[src/rtl/decode_sequencer.sv]
// decode_sequencer: single-slot instruction decoder with return-stall, halt and
// optional illegal-opcode trap sequencing.
// Build option: define DECODE_ILLEGAL_TRAP_EN to trap on illegal opcodes;
// when undefined, illegal opcodes decode as NOP and the trap state is unreachable.
module decode_sequencer #(
    parameter int INSTR_WIDTH      = 32,
    parameter int WEN_BIT          = 21,
    parameter int RET_STALL_CYCLES = 3
) (
    input  logic                   clk,
    input  logic                   rst,
    input  logic [INSTR_WIDTH-1:0] instr_in,
    input  logic                   instr_valid,
    output logic                   decode_ready,
    input  logic                   ex_ready,
    input  logic                   flush,
    input  logic                   irq_ack,
    input  logic                   resume,
    output logic                   ctl_valid,
    output logic [INSTR_WIDTH-1:0] instr_out,
    output logic [1:0]             reg_file_ren,
    output logic [1:0]             reg_file_wen,
    output logic [1:0]             mem_wren,
    output logic                   main_memory_enable,
    output logic                   call_stack_enable,
    output logic                   return_in_pipeline,
    output logic                   stall_fetch,
    output logic                   halt,
    output logic                   illegal_opcode_exception
);

    localparam int CNT_W = $clog2(RET_STALL_CYCLES + 1);

    typedef enum logic [1:0] {StRun, StRetWait, StHalted, StTrap} state_e;

    state_e           r_state;
    state_e           w_state_next;
    logic [CNT_W-1:0] r_cnt;

    logic [7:0]       w_op;
    logic             w_wbit;
    logic             w_legal;
    logic [1:0]       w_ren;
    logic [1:0]       w_wen;
    logic [1:0]       w_mw;
    logic             w_mm;
    logic             w_cs;
    logic             w_accept;
    logic             w_trap;

    logic             r_ctl_valid;
    logic [INSTR_WIDTH-1:0] r_instr;
    logic [1:0]       r_ren;
    logic [1:0]       r_wen;
    logic [1:0]       r_mw;
    logic             r_mm;
    logic             r_cs;

    assign w_op   = instr_in[7:0];
    assign w_wbit = instr_in[WEN_BIT];

    // Opcode decode into the control word fields
    always_comb begin
        w_legal = 1'b1;
        w_ren   = 2'b00;
        w_wen   = 2'b00;
        w_mw    = 2'b00;
        w_mm    = 1'b0;
        w_cs    = 1'b0;
        case (w_op)
            8'h00, 8'h38, 8'h9C, 8'h1F: ;
            8'h80, 8'h97: begin
                w_ren = 2'b11;
                w_wen = {1'b0, w_wbit};
            end
            8'h8E: begin
                w_ren = 2'b11;
                w_wen = {w_wbit, w_wbit};
            end
            8'h9E: begin
                w_ren = 2'b01;
                w_wen = {w_wbit, w_wbit};
            end
            8'hBC, 8'h9B, 8'hA5: begin
                w_ren = 2'b01;
                w_wen = {1'b0, w_wbit};
            end
            8'hFB: begin
                w_wen = {1'b0, w_wbit};
                w_mm  = 1'b1;
            end
            8'hF8, 8'hF9: w_wen = {1'b0, w_wbit};
            8'hC4: begin
                w_mw = 2'b01;
                w_mm = 1'b1;
            end
            8'h42, 8'h43: w_cs = 1'b1;
            default: w_legal = 1'b0;
        endcase
    end

    // Ready is forced low during reset so fetch never hands over a word then
    assign decode_ready = ~rst & (r_state == StRun) & ~flush & (~r_ctl_valid | ex_ready);
    assign w_accept     = instr_valid & decode_ready;

`ifdef DECODE_ILLEGAL_TRAP_EN
    logic r_exc;

    assign w_trap = w_accept & ~w_legal;

    // One-cycle exception pulse following an illegal accept
    always_ff @(posedge clk or posedge rst) begin
        if (rst) begin
            r_exc <= 1'b0;
        end else begin
            r_exc <= w_trap;
        end
    end

    assign illegal_opcode_exception = r_exc;
`else
    logic w_unused_legal;

    assign w_trap                   = 1'b0;
    assign w_unused_legal           = w_legal;
    assign illegal_opcode_exception = 1'b0;
`endif

    // State register
    always_ff @(posedge clk or posedge rst) begin
        if (rst) begin
            r_state <= StRun;
        end else begin
            r_state <= w_state_next;
        end
    end

    // Next-state logic
    always_comb begin
        w_state_next = r_state;
        unique case (r_state)
            StRun: begin
                if (w_trap) begin
                    w_state_next = StTrap;
                end else if (w_accept && (w_op == 8'h43)) begin
                    w_state_next = StRetWait;
                end else if (w_accept && (w_op == 8'h1F)) begin
                    w_state_next = StHalted;
                end
            end
            // Leave on the edge where the counter steps from 1 to 0
            StRetWait: if (flush || (r_cnt <= CNT_W'(1))) w_state_next = StRun;
            StHalted:  if (resume) w_state_next = StRun;
            StTrap:    if (irq_ack) w_state_next = StRun;
            default:   w_state_next = StRun;
        endcase
    end

    // Status outputs decoded from the registered state
    always_comb begin
        return_in_pipeline = 1'b0;
        stall_fetch        = 1'b0;
        halt               = 1'b0;
        unique case (r_state)
            StRetWait: begin
                return_in_pipeline = 1'b1;
                stall_fetch        = 1'b1;
            end
            StTrap:   stall_fetch = 1'b1;
            StHalted: halt        = 1'b1;
            default:  ;
        endcase
    end

    // Return-stall down-counter, saturating at zero
    always_ff @(posedge clk or posedge rst) begin
        if (rst) begin
            r_cnt <= '0;
        end else if (w_accept && (w_op == 8'h43)) begin
            r_cnt <= CNT_W'(RET_STALL_CYCLES);
        end else if (r_state == StRetWait) begin
            if (flush) begin
                r_cnt <= '0;
            end else if (r_cnt != '0) begin
                r_cnt <= r_cnt - CNT_W'(1);
            end
        end
    end

    // Control word holding register; flush beats accept, accept beats drain
    always_ff @(posedge clk or posedge rst) begin
        if (rst) begin
            r_ctl_valid <= 1'b0;
            r_instr     <= '0;
            r_ren       <= 2'b00;
            r_wen       <= 2'b00;
            r_mw        <= 2'b00;
            r_mm        <= 1'b0;
            r_cs        <= 1'b0;
        end else begin
            if (flush) begin
                r_ctl_valid <= 1'b0;
            end else if (w_accept) begin
                r_ctl_valid <= ~w_trap;
            end else if (ex_ready) begin
                r_ctl_valid <= 1'b0;
            end
            if (w_accept) begin
                r_instr <= instr_in;
                r_ren   <= w_ren;
                r_wen   <= w_wen;
                r_mw    <= w_mw;
                r_mm    <= w_mm;
                r_cs    <= w_cs;
            end
        end
    end

    assign ctl_valid          = r_ctl_valid;
    assign instr_out          = r_instr;
    assign reg_file_ren       = r_ren;
    assign reg_file_wen       = r_wen;
    assign mem_wren           = r_mw;
    assign main_memory_enable = r_mm;
    assign call_stack_enable  = r_cs;

endmodule

[config.mk]
export PLATFORM = sky130hd
export DESIGN_NAME = decode_sequencer
export DESIGN_NICKNAME = d
export VERILOG_FILES = /design/src/rtl/decode_sequencer.sv
export SDC_FILE = /design/constraint.sdc
export NUM_CORES = 1
export LEC_CHECK = 0
export CORE_MARGIN = 1
export CORE_UTILIZATION = 38
export DETAILED_ROUTE_END_ITERATION = 16
export PLACE_DENSITY = 0.86
export SYNTH_ARGS = -nofsm -noshare
export SYNTH_HDL_FRONTEND = slang
export SYNTH_SLANG_ARGS = --single-unit
[constraint.sdc]
create_clock -name clk -period 1.4 [get_ports clk]
set_input_delay 0.28 -clock clk [delete_from_list [all_inputs] [get_ports clk]]
set_output_delay 0.28 -clock clk [all_outputs]
set_load 0.005 [all_outputs]
After elaboration in Yosys (flattened, before gate mapping)
Index checks and enable logic that the tools add are counted. W data, S select, Z words.

Logic and storage cells: 78. Output and inout port bits: 46. Flip-flop bits (word level): 45. Bits of input ports: 39.

Reductions and logical operators: 17. Equal/unequal tests: 21. Bitwise operators: 8. Add/subtract/negate cells: 1. $lt $le $gt $ge: 1. Muxes and demuxes: 21.

Operator list (count): $eq A8 B8 Y1 const B (11); $mux W2 (9); $eq A8 B7 Y1 const B (2); $mux W1 (9); $eq A8 B5 Y1 const B (1); $pmux W2 S2 (2); $pmux W2 S4 (1); $reduce_or A2 Y1 (4); $reduce_or A8 Y1 (1); $ne A2 B2 Y1 const B (3); $reduce_bool A3 Y1 (2); $and A1 B1 Y1 (4); $eq A2 B2 Y1 const B (2); $reduce_and A4 Y1 (1); $reduce_bool A2 Y1 (2); $reduce_or A4 Y1 (1); $ne A3 B1 Y1 const B (1); $not A1 Y1 (3); $reduce_or A3 Y1 (1); $eq A2 B1 Y1 const B (1); $le A2 B1 Y1 const B (1); $logic_and A1 B1 Y1 (2); $logic_not A2 Y1 (1); $reduce_and A2 Y1 (1); other kinds (3) (3).

Depth between registers and ports, before layout
Gate-level depths: netlist (run 1).

Depth after elaboration: 9. Depth in mapped cells: 6. Gate-level depth less buffers: 6.

Least setup slack after synthesis (run 1)
Ideal clock, no wire load.

Path type: input to register. Start point: input port instr_in[1]. End point: register r_mm, in the netlist main_memory_enable. Required time: 1.336 ns. Library setup time: 0.064 ns. Setup slack: -0.150 ns. Path buffers: 1. Arrival: 1.486 ns. Stages on the path: 5. Cells stage by stage: buf_6 -> or4_4 -> or3b_1 -> a21oi_1 -> a21o_1.

Longest elaborated chain between the ends: 3. Elaborated cells between the ends (all ways): 4.

Ends and longest elaborated chain: from (decl) (line 12) `input logic [INSTR_WIDTH-1:0] instr_in,`; $eq A8 B8 Y1; $reduce_or A2 Y1 (no line) (*); $mux W1 (*) (line 70) `case (w_op)`; to (signal assigned) (line 213) `r_mm <= w_mm;`; to (decl) (line 56) `logic r_mm;`.

Mark *: on every way between the ends. The rest lies on a longest branch, timed or not. A chain may end at the register's enable or synchronous reset.

Worst setup path in the final report (run 1)
Start point: register r_state[0]. End point: register r_instr[20], in the netlist instr_out[20].

Longest elaborated chain between the ends: 5.

Ends and longest elaborated chain: from (decl) (line 36) `state_e r_state;`; from (signal assigned) (line 132) `r_state <= StRun;`; from (signal assigned) (line 134) `r_state <= w_state_next;`; $logic_not A2 Y1 (line 103) `assign decode_ready = ~rst & (r_state == StRun) & ~flush & (~r_ctl_valid | ex_ready);`; $and A1 B1 Y1 (3 in series) (line 103); $and A1 B1 Y1 (line 104) `assign w_accept = instr_valid & decode_ready;`; to (signal assigned) (line 209) `r_instr <= instr_in;`; to (decl) (line 52) `logic [INSTR_WIDTH-1:0] r_instr;`.

No other way between the ends.

==> results of run 1 <==
-- stage by stage --
step / total power [uW] / hold WS, ns / instance area, um^2 / std cells
after CTS: 3204 / 0.3389 / 3471 / 429
final: 3319 / 0.2685 / 3725 / 431
after detailed placement: 2433 / 0.4613 / 3189 / 407
after floorplan: 1838 / 0.3854 / 2059 / 236
after global placement: 2397 / 0.4517 / 3189 / 407
after global routing: 3512 / 0.3020 / 3725 / 431
-- state kept, by name, summed over array words and instances, names as in the netlist --
register / count
r_state: 2
reg_file_ren: 2
call_stack_enable: 1
ctl_valid: 1
reg_file_wen: 2
r_cnt: 2
main_memory_enable: 1
mem_wren: 1
instr_out: 32
-- placed cells by master, fill, tap and decap left out, types with 4 or more instances in the layout --
cell / count
clkbuf_8: 6
dfrtp_1: 44
nand2_1: 65
clkdlybuf4s50_1: 30
dlygate4sd2_1: 44
buf_6: 10
nand2_2: 30
buf_12: 5
nor4_1: 4
nand2_4: 13
inv_1: 4
buf_4: 29
buf_2: 4
-- cell families after synthesis --
kind of cell    synth area share, %
buf+inv                       4.799
fa+ha+maj                     1.231
mux                          0.9847
other cells                  0.1844
simple gates                  31.75
flops                         54.15
xor+xnor                     0.4308
compound gates                6.463
-- metal layers --
metal | global-route usage (%) | vias up | part of all wire [%]
met5 | 0 | - | 0
met4 | 9.877 | 0 | 1.8
met3 | 5.221 | 14 | 5.7
met2 | 40.94 | 69 | 52
met1 | 25.76 | 1055 | 40
li1 | - | 1018 | -
-- layout make-up --
class	count	area [um^2]	area share [%]
well taps	70	87.58	2.351
multi-input cells	171	1105	29.66
clock inverters	1	7.507	0.2015
repair buffers	132	1315	35.30
clock buffers	7	86.33	2.318
flip-flops and latches	44	1101	29.56
inverters	6	22.52	0.6046
-- synthesized netlist by cell type (all sizes together), types with 3 or more instances --
| cell | n | share of area [%] |
|---|---|---|
| nor2b | 5 | 1.5 |
| nand2 | 108 | 20 |
| nor2 | 4 | 0.74 |
| clkbuf | 6 | 1.1 |
| nand2b | 4 | 1.2 |
| nand3 | 3 | 0.74 |
| nor4 | 4 | 1.2 |
| or4 | 4 | 1.7 |
| dfrtp | 44 | 54 |
| nand4 | 3 | 1.2 |
| buf | 9 | 2.6 |
| o21ai | 8 | 2.0 |
| inv | 6 | 1.1 |
-- where the power goes --
group	switching [uW]	internal (uW)	total [uW]
clock	424	401	825
sequential	124	1450	1570
combinational	397	525	923
-- worst paths after layout --
kind	startpoint	endpoint	slack (ns)	depth (start not counted)
max	r_state[0]$_DFFE_PP0P_	instr_out[20]$_DFFE_PP0P_	-0.11	8
min	instr_in[2]	instr_out[2]$_DFFE_PP0P_	0.27	3
max reg2reg	r_state[0]$_DFFE_PP0P_	instr_out[20]$_DFFE_PP0P_	-0.11	8
min reg2reg	instr_out[0]$_DFFE_PP0P_	instr_out[0]$_DFFE_PP0P_	0.47	2
max in group asynchronous	rst	main_memory_enable$_DFFE_PP0P_	0.75	4
min in group asynchronous	rst	r_cnt[0]$_DFFE_PP0P_	0.46	4
-- worst max-delay path, cell delays in order, from the launching register on --
cell	delay, ns
dfrtp_1	0.41
buf_6	0.13
nor2_4	0.10
buf_6	0.11
nand4_4	0.17
buf_12	0.21
clkbuf_16	0.16
nand2_2	0.05
nand2_1	0.05
-- timing repair --
action	4_1_cts	5_1_grt
cloned	4	2
setup buffers	10	3
pin swaps	6	49
endpoints found under the setup margin	81	47
resized for setup	91	76
==> results by group, run 1 <==
Outcome
  – Status: complete, but fails checks
  – Failing checks: setup timing

Synth
  – Async SR Flop Fraction: 100.0%
  – Yosys reg bits: 44
  – Synthesized instance count: roughly 240
  – Yosys warns: 0
  – Syn Area/Cell: between 8 and 9 um^2
  – Synth Cell Area: between 2000 and 2500 um^2
  – Post-synthesis sequential area ratio: a little over half
  – Post-synth EDFFs: 0
  – Main synth FF type: dfrtp_1
  – Synth cell types: 41

Setup path
  – Kind of critical path: register to register
  – CP endpoint kind: register
  – Critical path data required time: around 1.6 ns
  – CP arrival: between 1.5 and 2 ns
  – Worst Setup Start Kind: register
  – Worst-path maximum fanout: 5

Pwr
  – P_leak: approximately 0.0019 uW
  – PD cells: between 800 and 900 nW/um^2
  – Peak VDD IR: roughly 0.54 mV

Drt
  – Total number of vias: 2,156
  – Antenna Nets Post-Route: 0
  – Post-DR wirelength/cell: about 15 um
  – DRC: 0
  – 1st-pass router iterations: 5
  – Vias per cell: between 5 and 6
  – Routed WL: around 6.6 mm
  – Drt first-iter violations: 90

Floorplanning
  – Initial core utilization: roughly two fifths
  – IO Pins: 85
  – Core area: 5140 um^2
  – Die X-Extent: 75.15 um
  – Die Area: 5647 um^2
  – Row cnt: 26
  – Die height: between 70 and 80 um

CTS
  – Clk root buf: clkbuf_8
  – Clk Latency, worst-skew pair: ~0.29 ns
  – Num Clock Sinks: 44
  – H-tree levels: 2
  – TritonCTS clock tree: done
  – Total CTS buffers: 5
  – Clock-pin slew on the worst setup and hold paths: roughly 0.080 ns
  – Max clock buf depth: 2
  – Cts-stage hold buffer count: 0

Layout
  – Nets@finish: 401
  – Core Util, Final: approximately 72%
  – Share of cells above drive strength 1: a little over a third
  – Fill cells: 392
  – Number of diodes: 0
  – Area grow syn2layout: 83.20%

Placement
  – IO Port Bufs: a little over 80
  – Pre-CTS setup slack: -0.6361 ns
  – Hpwl dp: approximately 4 mm
  – GP Congestion: ~0.87

Timing
  – RSZ-0062 raised after global routing: yes
  – Final setup vio count: 38
  – Setup TNS: -2.372 ns
  – Post-route clock period utilization: 107.6%
  – Final Hold Viols: 0
  – Clock skew: approximately 0.0033 ns
  – Fin. max-slew vios: 0
  – Final min period: between 1.5 and 2 ns
  – Setup ws final: -0.1070 ns
  – Fmax: between 600 and 700 MHz

GRT
  – Antenna violations before repair: 0
  – Total grt overflow: 0
  – Global-route total usage across every layer: 22.73%
  – Vias in the first global route: slightly above 2,000
  – Global-route wire length before repair: 9.480 mm
  – Pin count of the biggest net entering global routing: 35

Run
  – Max-cap viol count: 0

Worst hold path
  – Hold WC Path Type: input port to register
Note: power is estimated with default switching activity, not from simulation.
==> run 2, diff against run 1 <==
--- a/config.mk
+++ b/config.mk
@@ -12,3 +12,4 @@
 export SYNTH_ARGS = -nofsm -noshare
 export SYNTH_HDL_FRONTEND = slang
 export SYNTH_SLANG_ARGS = --single-unit
+export TNS_END_PERCENT = 10
==> run 2 against run 1 <==
Net effect:
- the flow still finishes with violations (setup timing)
- sequential share of layout area up 2.2 points
- clock skew down 0.0015 ns
- cell area down 7.0%
- setup slack improved by 0.00078 ns
- critical path type is now register to output port
==> results by group, run 2 (synthesis results as in run 1) <==
CTS
  – Max clock buf depth: 2 (unchanged)
  – Num Clock Sinks: 44 (unchanged)
  – TritonCTS clock tree: done
  – Clk root buf: clkbuf_8
  – Clk Latency, worst-skew pair: 0.29 ns (about the same)
  – Cts-stage hold buffer count: 0 (unchanged)
  – Total CTS buffers: 5 (unchanged)
  – H-tree levels: 2 (unchanged)
  – Clock-pin slew on the worst setup and hold paths: 0.08 ns (about the same)

GRT
  – Global-route wire length before repair: 9.018 mm (-4.9%)
  – Pin count of the biggest net entering global routing: 37 (+5.7%)
  – Global-route total usage across every layer: 21.31% (-1.4 points)
  – Antenna violations before repair: 0 (unchanged)
  – Total grt overflow: 0 (unchanged)
  – Vias in the first global route: 2,010 (-2.0%)

Drt
  – Drt first-iter violations: 83 (-7.8%)
  – Vias per cell: 4.809 (-3.9%)
  – Antenna Nets Post-Route: 0 (unchanged)
  – Post-DR wirelength/cell: 13.76 um (-10%)
  – DRC: 0 (unchanged)
  – 1st-pass router iterations: 4 (-1)
  – Total number of vias: 2,034 (-5.7%)
  – Routed WL: 5.820 mm (-12%)

Timing
  – Clock skew: 0.001704 ns (-0.001549 ns)
  – Final setup vio count: 35 (-7.9%)
  – Fin. max-slew vios: 0 (unchanged)
  – Final min period: 1.506 ns (-0.0007810 ns)
  – Final Hold Viols: 0 (unchanged)
  – Fmax: 663.9 MHz (about the same)
  – RSZ-0062 raised after global routing: yes
  – Post-route clock period utilization: 107.6% (about the same)
  – Setup ws final: -0.1062 ns (+0.0007810 ns)

Setup path
  – Critical path data required time: 1.12 ns (-0.47 ns)
  – Worst Setup Start Kind: register
  – CP endpoint kind: output port
  – CP arrival: 1.23 ns (-0.47 ns)
  – Kind of critical path: register to output port
  – Worst-path maximum fanout: 3 (-2)

Pwr
  – PD cells: 966.8 nW/um^2 (+8.5%)
  – P_leak: 0.001791 uW (-4.8%)
  – Peak VDD IR: 0.5290 mV (-1.5%)

Layout
  – Share of cells above drive strength 1: 22.38% (-13 points)
  – Fill cells: 457 (+17%)
  – Max reg flops: 32 (unchanged)
  – Number of diodes: 0 (unchanged)
  – Most common cell after layout, fill and taps aside: nand2_1
  – Most frequent cells in the layout: nand2_1 (105), dlygate4sd2_1 (45), dfrtp_1 (44)
  – Area grow syn2layout: 70.40%
  – Nets@finish: 393 (-2.0%)
  – Fin cells: 423 (-1.9%)
  – Core Util, Final: 67.41% (-5.1 points)

Floorplanning
  – Die X-Extent: 75.15 um (unchanged)
  – Row cnt: 26 (unchanged)
  – Die Area: 5647 um^2 (unchanged)
  – Initial core utilization: 39.56% (unchanged)
  – Die height: 75.15 um (unchanged)
  – Core area: 5140 um^2 (unchanged)
  – IO Pins: 85 (unchanged)

Run
  – Max-cap viol count: 0 (unchanged)

Placement
  – Placed cells: 408 (+0.25%)
  – IO Port Bufs: 82 (unchanged)
  – Hpwl dp: 4.125 mm (+3.1%)
  – GP Congestion: 0.9088 (+4.5%)

Outcome
  – Failing checks: setup timing
  – Status: complete, but fails checks

Worst hold path
  – Hold WC Path Type: input port to register
==> run 2: final timing paths <==
| kind | start | to | slack [ns] | depth (start not counted) |
|---|---|---|---|---|
| worst max register to register | r_state[0]$_DFFE_PP0P_ | reg_file_wen[0]$_DFFE_PP0P_ | -0.09 | 7 |
| min in group asynchronous | rst | instr_out[29]$_DFFE_PP0P_ | 0.49 | 4 |
| max in group asynchronous | rst | instr_out[9]$_DFFE_PP0P_ | 0.74 | 4 |
| worst max-delay path | r_state[1]$_DFFE_PP0P_ | return_in_pipeline | -0.11 | 4 |
| worst min-delay path | instr_in[0] | instr_out[0]$_DFFE_PP0P_ | 0.37 | 4 |
| worst min register to register | instr_out[26]$_DFFE_PP0P_ | instr_out[26]$_DFFE_PP0P_ | 0.47 | 2 |
==> run 2: power breakdown <==
group | switching (uW) | internal (uW) | total (uW) | leakage [uW]
clock network | 408 | 629 | 1040 | 0.0000645
registers | 90.7 | 1450 | 1540 | 0.000559
logic | 342 | 434 | 776 | 0.00117
==> run 2: cell type report <==
class | count | area, um^2 | share of cell area, %
Sequential cell | 44 | 1101 | 31.78
Tap cell | 70 | 87.58 | 2.528
Timing Repair Buffer | 124 | 1180 | 34.06
Multi-Input combinational cell | 171 | 947.2 | 27.34
Inverter | 6 | 22.52 | 0.6501
Clock inverter | 1 | 30.03 | 0.8667
Clock buffer | 7 | 96.34 | 2.781
==> run 2: critical path, cell delays in order (launching register included) <==
cell             delay [ns]
dfrtp_1                0.41
buf_4                  0.15
nand2b_4               0.14
inv_2                  0.05
clkdlybuf4s15_2        0.19
==> run 2: per-stage QoR <==
step	instance area (um^2)	setup TNS, ns	power, uW	worst slack, ns	hold slack (ns)
after floorplan	2051	-1.493	1836	-0.1101	0.3854
after global routing	3465	-3.248	3536	-0.1444	0.3900
final	3465	-1.480	3350	-0.1062	0.3695
after detailed placement	3179	-15.10	2432	-0.6179	0.4629
after CTS	3382	-1.369	3361	-0.1001	0.3580
after global placement	3179	-13.80	2394	-0.5956	0.4560
==> run 2: layer usage <==
| metal | part of all wire (%) | GRT usage (%) | vias up |
|---|---|---|---|
| li1 | - | - | 996 |
| met1 | 41 | 24.53 | 961 |
| met2 | 53 | 39.84 | 68 |
| met3 | 5.1 | 3.213 | 9 |
| met4 | 1.4 | 8.025 | 0 |
| met5 | 0 | 0 | - |
==> run 2: timing repair <==
action,in CTS,in global routing
buffers inserted,5,1
endpoints found under the setup margin,79,42
gates cloned,0,2
resized for setup,93,10
pin swaps,7,6
==> run 3, diff against run 2 <==
--- a/config.mk
+++ b/config.mk
@@ -5,10 +5,11 @@
 export SDC_FILE = /design/constraint.sdc
 export NUM_CORES = 1
 export LEC_CHECK = 0
+export CORE_ASPECT_RATIO = 2
 export CORE_MARGIN = 1
 export CORE_UTILIZATION = 38
 export DETAILED_ROUTE_END_ITERATION = 16
-export PLACE_DENSITY = 0.86
+export PLACE_DENSITY = 0.71
 export SYNTH_ARGS = -nofsm -noshare
 export SYNTH_HDL_FRONTEND = slang
 export SYNTH_SLANG_ARGS = --single-unit
==> run 3 against run 2 <==
Net effect:
- the flow still finishes with violations (setup timing)
- count of clock-buffer cells in the layout down 1
- via count down 0.69%
- flip-flop and latch count unchanged
- clock power about the same
- setup slack better by 0.027 ns
- register-to-register slack about the same
- first-iteration DRC count down 27%
- power down 0.81%
- combinational power down 1%
- critical path type is now register to register
==> results by group, run 3 (synthesis results as in run 1) <==
Outcome
  – Status: complete, but fails checks
  – Failing checks: setup timing

Run
  – Max-cap viol count: 0 (unchanged)

Layout
  – Core Util, Final: 66.30% (-1.1 points)
  – Final instance area: 3407 um^2 (-1.7%)
  – Share of cells above drive strength 1: 22.44% (+0.064 points)
  – Max reg flops: 32 (unchanged)
  – Number of diodes: 0 (unchanged)
  – Area grow syn2layout: 67.57%
  – Most common cell after layout, fill and taps aside: nand2_1
  – Most frequent cells in the layout: nand2_1 (108), dlygate4sd2_1 (45), dfrtp_1 (44)
  – Multi-input gate area: 968.4 um^2 (+2.2%)
  – Fill cells: 437 (-4.4%)
  – FF/Latch Area: 1101 um^2 (unchanged)
  – Nets@finish: 392 (-0.25%)

Timing
  – Fin. max-slew vios: 0 (unchanged)
  – Clock skew: 0.007659 ns (+0.005954 ns)
  – Final setup vio count: 18 (-49%)
  – RSZ-0062 raised after global routing: yes
  – Setup TNS: -0.5616 ns (+0.9188 ns)
  – Setup ws final: -0.07909 ns (+0.02716 ns)
  – Final min period: 1.479 ns (-0.02716 ns)
  – Final Hold Viols: 0 (unchanged)
  – Fmax: 676.1 MHz (+1.8%)
  – Post-route clock period utilization: 105.6% (-1.9 points)

Drt
  – Antenna Nets Post-Route: 0 (unchanged)
  – DRC: 0 (unchanged)
  – Routed WL: 5.767 mm (-0.91%)
  – Drt first-iter violations: 61 (-27%)
  – Vias per cell: 4.927 (+2.5%)
  – Total number of vias: 2,020 (-0.69%)
  – 1st-pass router iterations: 4 (unchanged)
  – Post-DR wirelength/cell: 14.07 um (+2.2%)

Placement
  – IO Port Bufs: 82 (unchanged)
  – Pre-CTS setup slack: -0.6177 ns (+0.0002190 ns)
  – Hpwl dp: 4.200 mm (+1.8%)
  – Post-DP Area: 3142 um^2 (-1.2%)
  – GP Congestion: 0.8416 (-7.4%)

Pwr
  – Pint: 2450 uW (-2.4%)
  – Sw Share: 26.26% (+1.2 points)
  – Clock network fraction of total power: 30.7% (-0.3 points)
  – Sw power: 872.5 uW (+3.8%)
  – Comb power frac: 23.1% (about the same)
  – Peak VDD IR: 0.9210 mV (+74%)
  – Sequential share of power: 46.2% (+0.3 points)
  – P_leak: 0.001774 uW (-0.91%)
  – PD cells: 975.2 nW/um^2 (+0.87%)

GRT
  – Global-route wire length before repair: 9.218 mm (+2.2%)
  – Global-route total usage across every layer: 22.23% (+0.92 points)
  – Vias in the first global route: 2,045 (+1.7%)
  – Antenna violations before repair: 0 (unchanged)
  – Total grt overflow: 0 (unchanged)
  – Pin count of the biggest net entering global routing: 45 (+22%)

Setup path
  – Kind of critical path: register to register
  – Worst-path maximum fanout: 6 (+3)
  – Critical path data required time: 1.57 ns (+0.45 ns)
  – CP arrival: 1.65 ns (+0.42 ns)
  – CP endpoint kind: register
  – Worst Setup Start Kind: register

CTS
  – Max clock buf depth: 2 (unchanged)
  – Clk root buf: clkbuf_8
  – Clock-pin slew on the worst setup and hold paths: 0.08 ns (about the same)
  – TritonCTS clock tree: done
  – Num Clock Sinks: 44 (unchanged)
  – H-tree levels: 2 (unchanged)
  – Total CTS buffers: 5 (unchanged)
  – Clk Latency, worst-skew pair: 0.30 ns (about the same)

Floorplanning
  – Die X-Extent: 53.72 um (-29%)
  – IO Pins: 85 (unchanged)
  – Row cnt: 37 (+42%)
  – Initial core utilization: 39.57% (about the same)
  – Die height: 105.4 um (+40%)
  – Core area: 5139 um^2 (about the same)
  – Die Area: 5665 um^2 (+0.31%)

Worst hold path
  – Hold WC Path Type: input port to register
run 3: changes by cell type in the layout (fill, tap and decap cells not counted), moves of 2 or more:
cell | previous run | this run
clkbuf_16 | 2 | 0
clkdlybuf4s50_1 | 30 | 32
nand2_1 | 105 | 108
nand2_2 | 2 | 0
nor4_2 | 0 | 2
run 3: per-stage QoR:
stage / cells / hold slack (ns) / power [uW]
2_1_floorplan: 236 / 0.3854 / 1836
3_3_place_gp: 393 / 0.4535 / 2411
6_report: 410 / 0.4281 / 3323
4_1_cts: 408 / 0.4216 / 3358
5_1_grt: 410 / 0.4382 / 3507
3_5_place_dp: 393 / 0.4619 / 2431
run 3: final timing paths:
kind,start,cells past startpoint,end,slack [ns]
max in group asynchronous,rst,4,instr_out[7]$_DFFE_PP0P_,0.71
min in group asynchronous,rst,4,instr_out[4]$_DFFE_PP0P_,0.48
max reg2reg,r_state[1]$_DFFE_PP0P_,7,reg_file_wen[0]$_DFFE_PP0P_,-0.08
min reg2reg,instr_out[10]$_DFFE_PP0P_,2,instr_out[10]$_DFFE_PP0P_,0.47
max,r_state[1]$_DFFE_PP0P_,7,reg_file_wen[0]$_DFFE_PP0P_,-0.08
min,instr_in[5],3,instr_out[5]$_DFFE_PP0P_,0.43
run 3: what timing repair did:
item                       CTS  global route
buffers inserted             8             2
pin swaps                   10             2
setup endpoints to repair   65            46
resized for setup           88            10
hold buffers                 0             0
run 3: final cells by class:
| cell class | instances | area share [%] |
|---|---|---|
| multi-input cells | 171 | 28.42 |
| well taps | 58 | 2.130 |
| repair buffers | 123 | 32.91 |
| clock inverters | 2 | 1.138 |
| inverters | 6 | 0.6610 |
| clock buffers | 6 | 2.424 |
| flip-flops and latches | 44 | 32.32 |
run 3: power by group through the flow:
stage / Clock [uW] / Combinational, uW / Sequential, uW
2_1_floorplan: 0 / 259 / 1580
3_3_place_gp: 0 / 850 / 1560
3_5_place_dp: 0 / 865 / 1570
4_1_cts: 1060 / 766 / 1540
5_1_grt: 1100 / 852 / 1560
6_report: 1020 / 766 / 1540
run 3: worst max-delay path: stages (launching register included):
cell and delay, ns:
dfrtp_1 0.42, buf_6 0.14, nor2_4 0.08, buf_6 0.11, and4_4 0.22, buf_6 0.13, mux2i_1 0.20, a31oi_1 0.06
run 3: per-layer routing:
metal | track usage [%] | vias up | wire length, um
met5 | 0 | - | 0
met4 | 11.84 | 0 | 252
met3 | 2.597 | 19 | 202
met2 | 40.56 | 61 | 3151
met1 | 22.57 | 950 | 2160
li1 | - | 990 | -
